`src/rtl/bin_to_bcd_seq.sv`:
```
// ---------------------------------------------------------------------------
// bin_to_bcd_seq
// Iterative binary-to-BCD converter using shift-add-3 (double dabble), one
// input bit per clock, with per-digit 7-segment encoding of the result.
//
// Ports:
//   clk      in   system clock, rising edge
//   rst_n    in   synchronous active-low reset
//   start    in   conversion request, honoured in IDLE and DONE only
//   bin_in   in   WIDTH-bit unsigned value, captured when start is accepted
//   busy     out  high while iterating
//   done     out  one-cycle pulse marking a new result on bcd_out/seg_out
//   bcd_out  out  packed BCD, digit k at [4k+3:4k], digit 0 = units
//   seg_out  out  7-segment digits, digit k at [7k+6:7k], order {g,f,e,d,c,b,a}
// ---------------------------------------------------------------------------
module bin_to_bcd_seq #(
    parameter int unsigned WIDTH          = 8,
    parameter int unsigned DIGITS         = 3,
    parameter bit          SEG_ACTIVE_LOW = 1'b1,
    parameter bit          BLANK_LEADING  = 1'b0
) (
    input  logic                  clk,
    input  logic                  rst_n,
    input  logic                  start,
    input  logic [WIDTH-1:0]      bin_in,
    output logic                  busy,
    output logic                  done,
    output logic [4*DIGITS-1:0]   bcd_out,
    output logic [7*DIGITS-1:0]   seg_out
);

    localparam int unsigned BCD_W = 4 * DIGITS;
    localparam int unsigned SEG_W = 7 * DIGITS;
    localparam int unsigned CNT_W = (WIDTH > 1) ? $clog2(WIDTH) : 1;

    // True when DIGITS decimal digits can hold the largest WIDTH-bit value.
    function automatic bit digits_ok();
        longint unsigned p;
        longint unsigned maxv;
        p    = 64'd1;
        maxv = (64'd1 << WIDTH) - 64'd1;
        for (int unsigned i = 0; i < DIGITS; i++) begin
            // Stop growing once large enough so the product cannot overflow.
            if (p <= maxv) p = p * 64'd10;
        end
        return p > maxv;
    endfunction

    localparam bit DIGITS_OK = digits_ok();

    generate
        if (WIDTH < 1 || WIDTH > 32) begin : g_bad_width
            $error("bin_to_bcd_seq: WIDTH=%0d outside 1..32", WIDTH);
        end
        if (!DIGITS_OK) begin : g_bad_digits
            $error("bin_to_bcd_seq: DIGITS=%0d too few for WIDTH=%0d", DIGITS, WIDTH);
        end
    endgenerate

    typedef enum logic [1:0] {
        S_IDLE  = 2'd0,
        S_SHIFT = 2'd1,
        S_DONE  = 2'd2
    } state_t;

    state_t              r_state;
    logic                r_busy;
    logic                r_done;
    logic [CNT_W-1:0]    r_cnt;
    logic [WIDTH-1:0]    r_shreg;
    logic [BCD_W-1:0]    r_scratch;
    logic [BCD_W-1:0]    r_bcd;

    logic [BCD_W-1:0]    w_adj;
    logic [BCD_W-1:0]    w_next_scratch;
    logic                w_accept;
    logic                w_last;
    logic [SEG_W-1:0]    w_seg;

    // Add-3 correction on every digit >= 5 before the shift.
    always_comb begin
        w_adj = r_scratch;
        for (int k = 0; k < int'(DIGITS); k++) begin
            if (r_scratch[4*k +: 4] >= 4'd5) w_adj[4*k +: 4] = r_scratch[4*k +: 4] + 4'd3;
        end
    end

    // Shreg MSB feeds the scratch LSB.
    assign w_next_scratch = {w_adj[BCD_W-2:0], r_shreg[WIDTH-1]};

    // IDLE and DONE both accept a new request.
    assign w_accept = start && ((r_state == S_IDLE) || (r_state == S_DONE));
    assign w_last   = (r_cnt == CNT_W'(WIDTH - 1));

    // Control FSM and datapath registers.
    always_ff @(posedge clk) begin
        if (!rst_n) begin
            r_state   <= S_IDLE;
            r_busy    <= 1'b0;
            r_done    <= 1'b0;
            r_cnt     <= '0;
            r_shreg   <= '0;
            r_scratch <= '0;
            r_bcd     <= '0;
        end else begin
            case (r_state)
                S_IDLE, S_DONE: begin
                    r_done <= 1'b0;
                    if (w_accept) begin
                        r_shreg   <= bin_in;
                        r_scratch <= '0;
                        r_cnt     <= '0;
                        r_busy    <= 1'b1;
                        r_state   <= S_SHIFT;
                    end else begin
                        r_busy  <= 1'b0;
                        r_state <= S_IDLE;
                    end
                end
                S_SHIFT: begin
                    r_scratch <= w_next_scratch;
                    r_shreg   <= r_shreg << 1;
                    r_cnt     <= r_cnt + CNT_W'(1);
                    if (w_last) begin
                        r_bcd   <= w_next_scratch;
                        r_busy  <= 1'b0;
                        r_done  <= 1'b1;
                        r_state <= S_DONE;
                    end
                end
                default: begin
                    r_busy  <= 1'b0;
                    r_done  <= 1'b0;
                    r_state <= S_IDLE;
                end
            endcase
        end
    end

    // Active-high {g,f,e,d,c,b,a} pattern; codes 10..15 are dark.
    function automatic logic [6:0] seg_encode(input logic [3:0] d);
        case (d)
            4'd0:    seg_encode = 7'b0111111;
            4'd1:    seg_encode = 7'b0000110;
            4'd2:    seg_encode = 7'b1011011;
            4'd3:    seg_encode = 7'b1001111;
            4'd4:    seg_encode = 7'b1100110;
            4'd5:    seg_encode = 7'b1101101;
            4'd6:    seg_encode = 7'b1111101;
            4'd7:    seg_encode = 7'b0000111;
            4'd8:    seg_encode = 7'b1111111;
            4'd9:    seg_encode = 7'b1101111;
            default: seg_encode = 7'b0000000;
        endcase
    endfunction

    // Segment encoding, walking from the top digit to track leading zeros.
    always_comb begin : seg_map
        logic       zero_above;
        logic [6:0] raw;
        w_seg      = '0;
        zero_above = 1'b1;
        raw        = '0;
        for (int k = int'(DIGITS) - 1; k >= 0; k--) begin
            zero_above = zero_above && (r_bcd[4*k +: 4] == 4'd0);
            if (BLANK_LEADING && (k != 0) && zero_above) raw = 7'b0000000;
            else                                         raw = seg_encode(r_bcd[4*k +: 4]);
            w_seg[7*k +: 7] = SEG_ACTIVE_LOW ? ~raw : raw;
        end
    end

    assign busy    = r_busy;
    assign done    = r_done;
    assign bcd_out = r_bcd;
    assign seg_out = w_seg;

endmodule

```
`config.mk`:
```
export PLATFORM = sky130hd
export DESIGN_NAME = bin_to_bcd_seq
export DESIGN_NICKNAME = d
export VERILOG_FILES = /design/src/rtl/bin_to_bcd_seq.sv
export SDC_FILE = /design/constraint.sdc
export NUM_CORES = 1
export LEC_CHECK = 0
export BUFFER_PORTS_ARGS = -buffer_cell sky130_fd_sc_hd__clkbuf_2
export CAP_MARGIN = 20
export CORE_MARGIN = 10
export CORE_UTILIZATION = 25
export CTS_BUF_LIST = sky130_fd_sc_hd__clkbuf_8 sky130_fd_sc_hd__clkbuf_16
export CTS_CLUSTER_DIAMETER = 40
export CTS_CLUSTER_SIZE = 30
export DETAILED_ROUTE_END_ITERATION = 12
export SYNTH_ARGS = -nofsm -noshare
export SYNTH_HDL_FRONTEND = slang
export SYNTH_SLANG_ARGS = --single-unit
```
`constraint.sdc`:
```
create_clock -name clk -period 5.5 [get_ports clk]
set_clock_uncertainty 0.1 [all_clocks]
set_input_delay 1.1 -clock clk [delete_from_list [all_inputs] [get_ports clk]]
set_output_delay 1.1 -clock clk [all_outputs]
set_load 0.01 [all_outputs]
```
# Word-level counts from Yosys, hierarchy flattened
# Memory sizes are Yosys's and may differ from the RTL's. A register that Yosys moved wholly into a read port is not among the register bits.
# Cells that the tools add are included.
# Widths: inputs -> output; s select.
dict set report totals {
  regBits 39
  latchBits 0
  ramBits 0
  rom_bits 336
  input_bits 11
  wordCells 54
  n_memories 3
}
# name words word_bits rd rd_clocked_by_memory_dff wr line
set mem_list {}
lappend mem_list {{(name not given)} 16 7 1 1 0 142} ;# case (d)
lappend mem_list {{(name not given)} 16 7 1 1 0 142}
lappend mem_list {{(name not given)} 16 7 1 1 0 142}
dict set report classes {
  n_addsub 4
  n_mul 0
  n_div 0
  n_lt_le_gt_ge 3
  eq_ne 5
  shifts 0
  n_mux 21
  bitwise_logic 3
  n_reduce_logical 8
}
# cell n
set ops {}
lappend ops {{$mux 4} 8}
lappend ops {{$pmux 12 s2} 1}
lappend ops {{$not 7->7} 3}
lappend ops {{$pmux 8 s2} 1}
lappend ops {{$ge 4x3->1 const B} 3}
lappend ops {{$mux 12} 1}
lappend ops {{$add 4x2->4 const B} 2}
lappend ops {{$mux 8} 1}
lappend ops {{$mux 3} 2}
lappend ops {{$pmux 3 s2} 1}
lappend ops {{$reduce_and 2->1} 3}
lappend ops {{$ne 2x2->1 const B} 2}
lappend ops {{$pmux 2 s2} 1}
lappend ops {{$add 3x1->3 const B} 1}
lappend ops {{$add 3x2->3 const B} 1}
lappend ops {{$eq 3x3->1 const B} 1}
lappend ops {{$mux 1} 3}
lappend ops {{$eq 2x1->1 const B} 1}
lappend ops {{$eq 2x2->1 const B} 1}
lappend ops {{$logic_not 2->1} 1}
lappend ops {{$mux 2} 1}
lappend ops {{$pmux 1 s2} 1}
lappend ops {{$reduce_bool 2->1} 1}
lappend ops {{$reduce_or 2->1} 1}
lappend ops {{other kinds (2)} 2}

# Longest topological paths before layout
# Gate-level depths: netlist of the first run.
dict set report depth {
  ltp_word 5
  mapped_depth 12
}

# Worst setup path after synthesis of the first run
# Ideal clock, no wire load.
dict set report synth_path {
  path_kind {input -> register}
  start {in rst_n}
  end {reg, netlist name seg_map.raw[0]}
  setup_ps 106
  arrival_time_ps 2563
  required_time_ps 5294
  slack_ps 2731
  cell_stages 8
  n_path_buf 2
  path_cell_list {buf_4 nand2_4 buf_4 o31ai_2 inv_1 ha_1 or3b_1 o311ai_0}
}
dict set report synth_via {
  elab_chain_cells 1
}
# item line
set synth_rtl {}
lappend synth_rtl {{from (decl)} 23} ;# input logic rst_n,
lappend synth_rtl {{$mux 4 (no source line)} n/a}
# No other way between the ends.
# A chain may end at the register's enable or synchronous reset.

==> results of run 1 <==
[worst min-delay path by stage]
stage | cells past startpoint | from | end
finish | 2 | done$_SDFFE_PN0N_ | done$_SDFFE_PN0N_
global route | 1 | r_cnt[1]$_SDFFE_PN0P_ | r_cnt[1]$_SDFFE_PN0P_
CTS | 2 | done$_SDFFE_PN0N_ | done$_SDFFE_PN0N_
detailed placement | 2 | done$_SDFFE_PN0N_ | done$_SDFFE_PN0N_
global placement | 1 | r_cnt[1]$_SDFFE_PN0P_ | r_cnt[1]$_SDFFE_PN0P_
floorplan | 1 | r_cnt[1]$_SDFFE_PN0P_ | r_cnt[1]$_SDFFE_PN0P_
[cell usage after synthesis, drive strengths merged (3+ instances only)]
cell type / n / area [µm²]
or2: 4 / 25.0
nor2b: 4 / 25.0
a211oi: 14 / 123
nand2: 23 / 93.8
a31oi: 5 / 43.8
nand3b: 3 / 22.5
o21ai: 22 / 110
a22o: 5 / 43.8
inv: 41 / 154
o221ai: 3 / 26.3
dfxtp: 60 / 1200
o21a: 3 / 22.5
o31ai: 9 / 96.4
a21o: 7 / 52.6
o311ai: 6 / 60.1
nand3: 9 / 45.0
mux2i: 9 / 90.1
nand2b: 5 / 31.3
ha: 26 / 325
clkbuf: 8 / 31.3
nor2: 33 / 126
nor3: 9 / 56.3
buf: 12 / 71.3
or3: 4 / 25.0
a21oi: 16 / 83.8
o22ai: 4 / 25.0
nor3b: 5 / 47.5
[layout make-up]
cell class                      count  share of cell area
Inverter                           42              0.0397
Multi-Input combinational cell    256               0.458
Sequential cell                    60               0.300
Clock inverter                      6              0.0278
Clock buffer                       10              0.0597
Tap cell                          172              0.0538
Timing Repair Buffer               48              0.0607
[cell families after synthesis]
kind of cell / after synthesis / share of synthesized area
xor gates and xnor gates: 1 / 0.00266
buffers and inverters: 62 / 0.0793
adders and majority gates: 26 / 0.0987
DFF: 60 / 0.364
AOI/OAI and AO/OA: 108 / 0.246
and+or+nand+nor: 111 / 0.178
muxes: 10 / 0.0308
[stage by stage]
step | power, mW | std cells
floorplan | 0.489 | 378
global placement | 0.501 | 576
detailed placement | 0.503 | 576
CTS | 1.16 | 592
global route | 1.19 | 594
finish | 1.15 | 594
[critical path: stages, from the launching register on]
cell     delay [ps]
dfxtp_1         350
ha_1            150
ha_1            190
and3b_1         680
nand2_4         260
o31ai_2         620
ha_1            250
nor2_1           50
and3_1          210
a21oi_1         130
a32o_1          180
[power groups by stage]
stage	Clock (mW)	Sequential, mW	Combinational [mW]
floorplan	0	0.456	0.0327
global placement	0	0.457	0.0437
detailed placement	0	0.457	0.0454
CTS	0.664	0.448	0.0455
global route	0.685	0.449	0.0521
finish	0.654	0.448	0.0457
[metal layers]
layer,routed length [µm],up-vias
met3,481,8
met5,0,-
li1,-,1418
met2,3760,67
met1,3670,1304
met4,59,0
==> results.yml, run 1 <==
outcome:
  status: "complete, no violations"
logic_synthesis:
  yosys_warnings: 0
  syn_avg_cell_area_um2: 8.72
  synth_cell_type_count: 70
  synth-seq-cells: 60
  syn_nets: 415
  syn-instance-count: 378
  yosysSeqAreaShare: 0.364
  synth-edff-count: 0
  synthesis.area_um2: 3300
  synth_async_sr_flop_share: 0
  synth_flop_cell: "dfxtp_1"
route:
  num_vias: 2797
  route.detailed.drc: 0
  wirelength_um: 7970
  ant_nets: 0
  drt_iter0_drc: 182
  firstDrtPassIters: 4
  vias_per_cell: 4.71
  wl_per_cell_um: 13.4
die:
  design.core.area_um2: 12800
  start_util: 0.258
  die_w_um: 135
  num_rows: 41
  dieHeight_um: 135
  pin_count: 46
  dieArea_um2: 18200
power_and_ir_drop:
  combPwrFrac: 0.040
  power-per-cell-area_nw_per_um2: 287
  clkPwrFrac: 0.570
  swShare: 0.203
  seq_power_share: 0.391
  ir_worst_vdd_v: 0.000150
  p_leak_nw: 1.78
  netSwitchingPower_uw: 233
  internal_power_uw: 915
sta:
  fin_ws_ps: 2250
  rsz0062_at_grt: "no"
  period_share: 0.591
  setup_violations: 0
  whs_ps: 371
  tns_ps: 0
  hold_viol: 0
  finalMaxSlewViolations: 0
  maxClockFrequency_mhz: 308
  relSlewSlack: 0.382
  min_period_ps: 3250
  tightest_slew_ps: 924
clocking:
  clock-sinks: 60
  cts_root_buf: "clkbuf_16"
  cts_tree: "yes"
  cts_buffers: 9
  postCtsSetupRepairBufs: 0
  path_clk_slew_ps: 60
  ctsHoldBuffers: 0
  cts_max_level: 3
  cts_buffer_depth: 2
  clock_latency_ps: 320
  ctsResizeCount: 0
worst_setup_path:
  r2r_slack_ps: 2250
  rr_startpoint: "r_cnt[0]$_SDFFE_PN0P_"
  crit_path_end_kind: "register"
  crit_type: "reg -> reg"
  r2r_cells: 10
  setup.worst_path.start: "r_cnt[0]$_SDFFE_PN0P_"
  crit_fanout: 18
  cp.arrival_ps: 3410
  critPathLaunchType: "register"
  cp.required_ps: 5660
global_routing:
  use_met1: 0.113
  first_global_vias: 2640
  grt_pass1_wl_um: 13400
  grt_usage: 0.0886
  antenna_found_initial: 0
  grt-ovfl-total: 0
  busiest_layer: "met2"
  grt_max_degree: 22
  grtUsageMet3: 0.0271
  use_met2: 0.144
placement:
  dp_slack_ps: 2030
  post_dp_cell_area_um2: 3640
  dp_hpwl_um: 5950
  place_congestion: 0.794
  io_buffers: 45
worst_hold_path:
  hold_path.class: "reg -> reg"
layout:
  layout-drive-gt1-share: 0.199
  area_growth_pct: 21.4
  num_antenna_cells: 0
  mostFrequentLayoutCells: "dfxtp_1, clkbuf_2, inv_1"
  final_cell_area_um2: 4000
  multi_input_area_um2: 1830
  n_fill_cell: 1323
  final_common_cell: "dfxtp_1"
  nNetsFinal: 454
  final_core_util: 0.313
  seq_area_um2: 1200
run:
  maxCapViolations: 0
Note: power is estimated with default switching activity, not from simulation.
==> inputs of run 2 (changes only) <==
--- a/config.mk
+++ b/config.mk
@@ -5,6 +5,7 @@
 export SDC_FILE = /design/constraint.sdc
 export NUM_CORES = 1
 export LEC_CHECK = 0
+export ABC_AREA = 1
 export BUFFER_PORTS_ARGS = -buffer_cell sky130_fd_sc_hd__clkbuf_2
 export CAP_MARGIN = 20
 export CORE_MARGIN = 10
==> constraint.sdc (replaced) <==
create_clock -name clk -period 3.05 [get_ports clk]
set_clock_uncertainty 0.1 [all_clocks]
set_input_delay 0.61 -clock clk [delete_from_list [all_inputs] [get_ports clk]]
set_output_delay 0.61 -clock clk [all_outputs]
set_load 0.01 [all_outputs]
==> run 2 against run 1 <==
Against the previous run:
- sequential share of layout area grew 1.7 points
- design area shrank 5.3%
- clock power grew 80%
- synthesized area decreased by 7.3%
- critical path depth grew 1
- total power rose by 79%
- die area decreased by 6.3%
==> results.yml, run 2 <==
logic_synthesis:
  synth_async_sr_flop_share: 0
  synth_flop_cell: "dfxtp_1"
  synth_most_common_cell: "nand2_1"
  synth_top_area_frac: 0.393
  synthesis.area_um2: 3050
  syn_nets: 450
  synth_area_leaders: "dfxtp_1, nand2_1, ha_1"
  synth-seq-cells: 60
  synth_cell_type_count: 27
  yosysSeqAreaShare: 0.393
  synth-edff-count: 0
  synth_top_area_cell: "dfxtp_1"
  syn-instance-count: 413
  synth_common_cells: "nand2_1, inv_1, dfxtp_1"
  yosys_warnings: 0
  syn_avg_cell_area_um2: 7.40
layout:
  nNetsFinal: 501
  num_antenna_cells: 0
  final_common_cell: "nand2_1"
  final_core_util: 0.316
  layout-drive-gt1-share: 0.194
  final_cells: 616
  mostFrequentLayoutCells: "nand2_1, inv_1, dfxtp_1"
  area_growth_pct: 24.1
outcome:
  status: "complete, no violations"
route:
  wl_per_cell_um: 11.2
  num_vias: 2656
  wirelength_um: 6920
  vias_per_cell: 4.31
  ant_nets: 0
  firstDrtPassIters: 4
  drt_iter0_drc: 208
  route.detailed.drc: 0
global_routing:
  grt_max_degree: 18
  first_global_vias: 2620
  grt_pass1_wl_um: 11800
  grt-ovfl-total: 0
  grt_usage: 0.0858
  antenna_found_initial: 0
run:
  maxCapViolations: 0
clocking:
  path_clk_slew_ps: 50
  clock-sinks: 60
  cts_buffers: 9
  ctsResizeCount: 0
  clock_latency_ps: 330
  cts_buffer_depth: 2
  ctsHoldBuffers: 0
  cts_root_buf: "clkbuf_16"
  cts_tree: "yes"
  cts_max_level: 3
  postCtsSetupRepairBufs: 0
power_and_ir_drop:
  p_leak_nw: 2.03
  ir_worst_vdd_v: 0.000240
  p_total_mw: 2.06
  power-per-cell-area_nw_per_um2: 543
sta:
  relSlewSlack: 0.710
  tightest_slew_ps: 430
  rsz0062_at_grt: "no"
  setup_violations: 0
  period_share: 0.766
  tns_ps: 0
  maxClockFrequency_mhz: 428
  hold_viol: 0
  finalMaxSlewViolations: 0
  fin_ws_ps: 715
  min_period_ps: 2330
placement:
  io_buffers: 45
  place_congestion: 0.829
  dp_slack_ps: 714
  dp_hpwl_um: 5240
  dpl.cell_count: 600
die:
  dieArea_um2: 17000
  start_util: 0.254
  die_w_um: 131
  num_rows: 40
  pin_count: 46
  design.core.area_um2: 12000
  dieHeight_um: 131
worst_hold_path:
  hold_path.class: "reg -> reg"
worst_setup_path:
  crit_chain: "ha_1, ha_1, nand2_4, inv_2, nand3_1, nand2_1, inv_1, ha_1, nand3b_1, nand2_1, nand2_1"
  cp.arrival_ps: 2450
  path_buf_inv: 2
  critPathLaunchType: "register"
  critPathSlowestCell: "dfxtp_1"
  crit_fanout: 12
  crit_path_end_kind: "register"
  crit_family: "simple AND/OR/NAND/NOR gates"
  max_stage_delay_ps: 350
  cp.required_ps: 3160
  crit_type: "reg -> reg"
## run 2: through the flow
step                      hold WS (ps)  instance area, µm²
after floorplan                    333                3050
after global placement             344                3440
after detailed placement           358                3440
after CTS                          368                3790
after global routing               390                3790
final                              367                3790
## run 2: worst paths after layout
| path | start | end | slack, ps | cells past startpoint |
|---|---|---|---|---|
| worst max-delay path | r_cnt[0]$_SDFFE_PN0P_ | register | 720 | 11 |
| worst max register to register | r_cnt[0]$_SDFFE_PN0P_ | register | 720 | 11 |
| worst min register to register | r_shreg[0]$_SDFFE_PN0P_ | r_shreg[0]$_SDFFE_PN0P_ | 370 | 2 |
| worst min-delay path | r_shreg[0]$_SDFFE_PN0P_ | r_shreg[0]$_SDFFE_PN0P_ | 370 | 2 |
## run 2: layout make-up
cell class | instances | area, µm²
Fill cell | 1244 | 8220
Multi-Input combinational cell | 261 | 1500
Sequential cell | 60 | 1200
Inverter | 85 | 319
Timing Repair Buffer | 47 | 240
Clock buffer | 10 | 239
Tap cell | 147 | 184
Clock inverter | 6 | 111
## run 2: tightest hold or removal path, stage by stage, from the launching register on
cell and delay (ps):
dfxtp_1 300, inv_1 60, o22ai_1 70
## run 2: kinds of logic (layout without fill, tap and decap cells)
| group | count (synthesis) | in the layout | synth area share |
|---|---|---|---|
| AND/OR/NAND/NOR | 185 | 185 | 0.281 |
| buffers and inverters | 92 | 148 | 0.117 |
| adder cells (fa/ha/maj) | 26 | 26 | 0.107 |
| flip-flops | 60 | 60 | 0.393 |
| AO/OA/AOI/OAI | 50 | 50 | 0.102 |
## run 2: report_power, final
| group | switching [mW] | internal (mW) | leakage (nW) | total [mW] |
|---|---|---|---|---|
| Clock | 0.362 | 0.819 | 0.169 | 1.18 |
| Sequential | 0.00575 | 0.798 | 0.486 | 0.804 |
| Combinational | 0.0504 | 0.0232 | 1.37 | 0.0735 |
## run 2: routing by layer
metal  track usage  vias to the layer above  part of all wire
met2         0.134                       70              0.45
li1              -                     1390                 -
met4        0.0661                        0             0.035
met5             0                        -                 0
met3        0.0254                       19             0.073
met1        0.0966                     1177              0.44
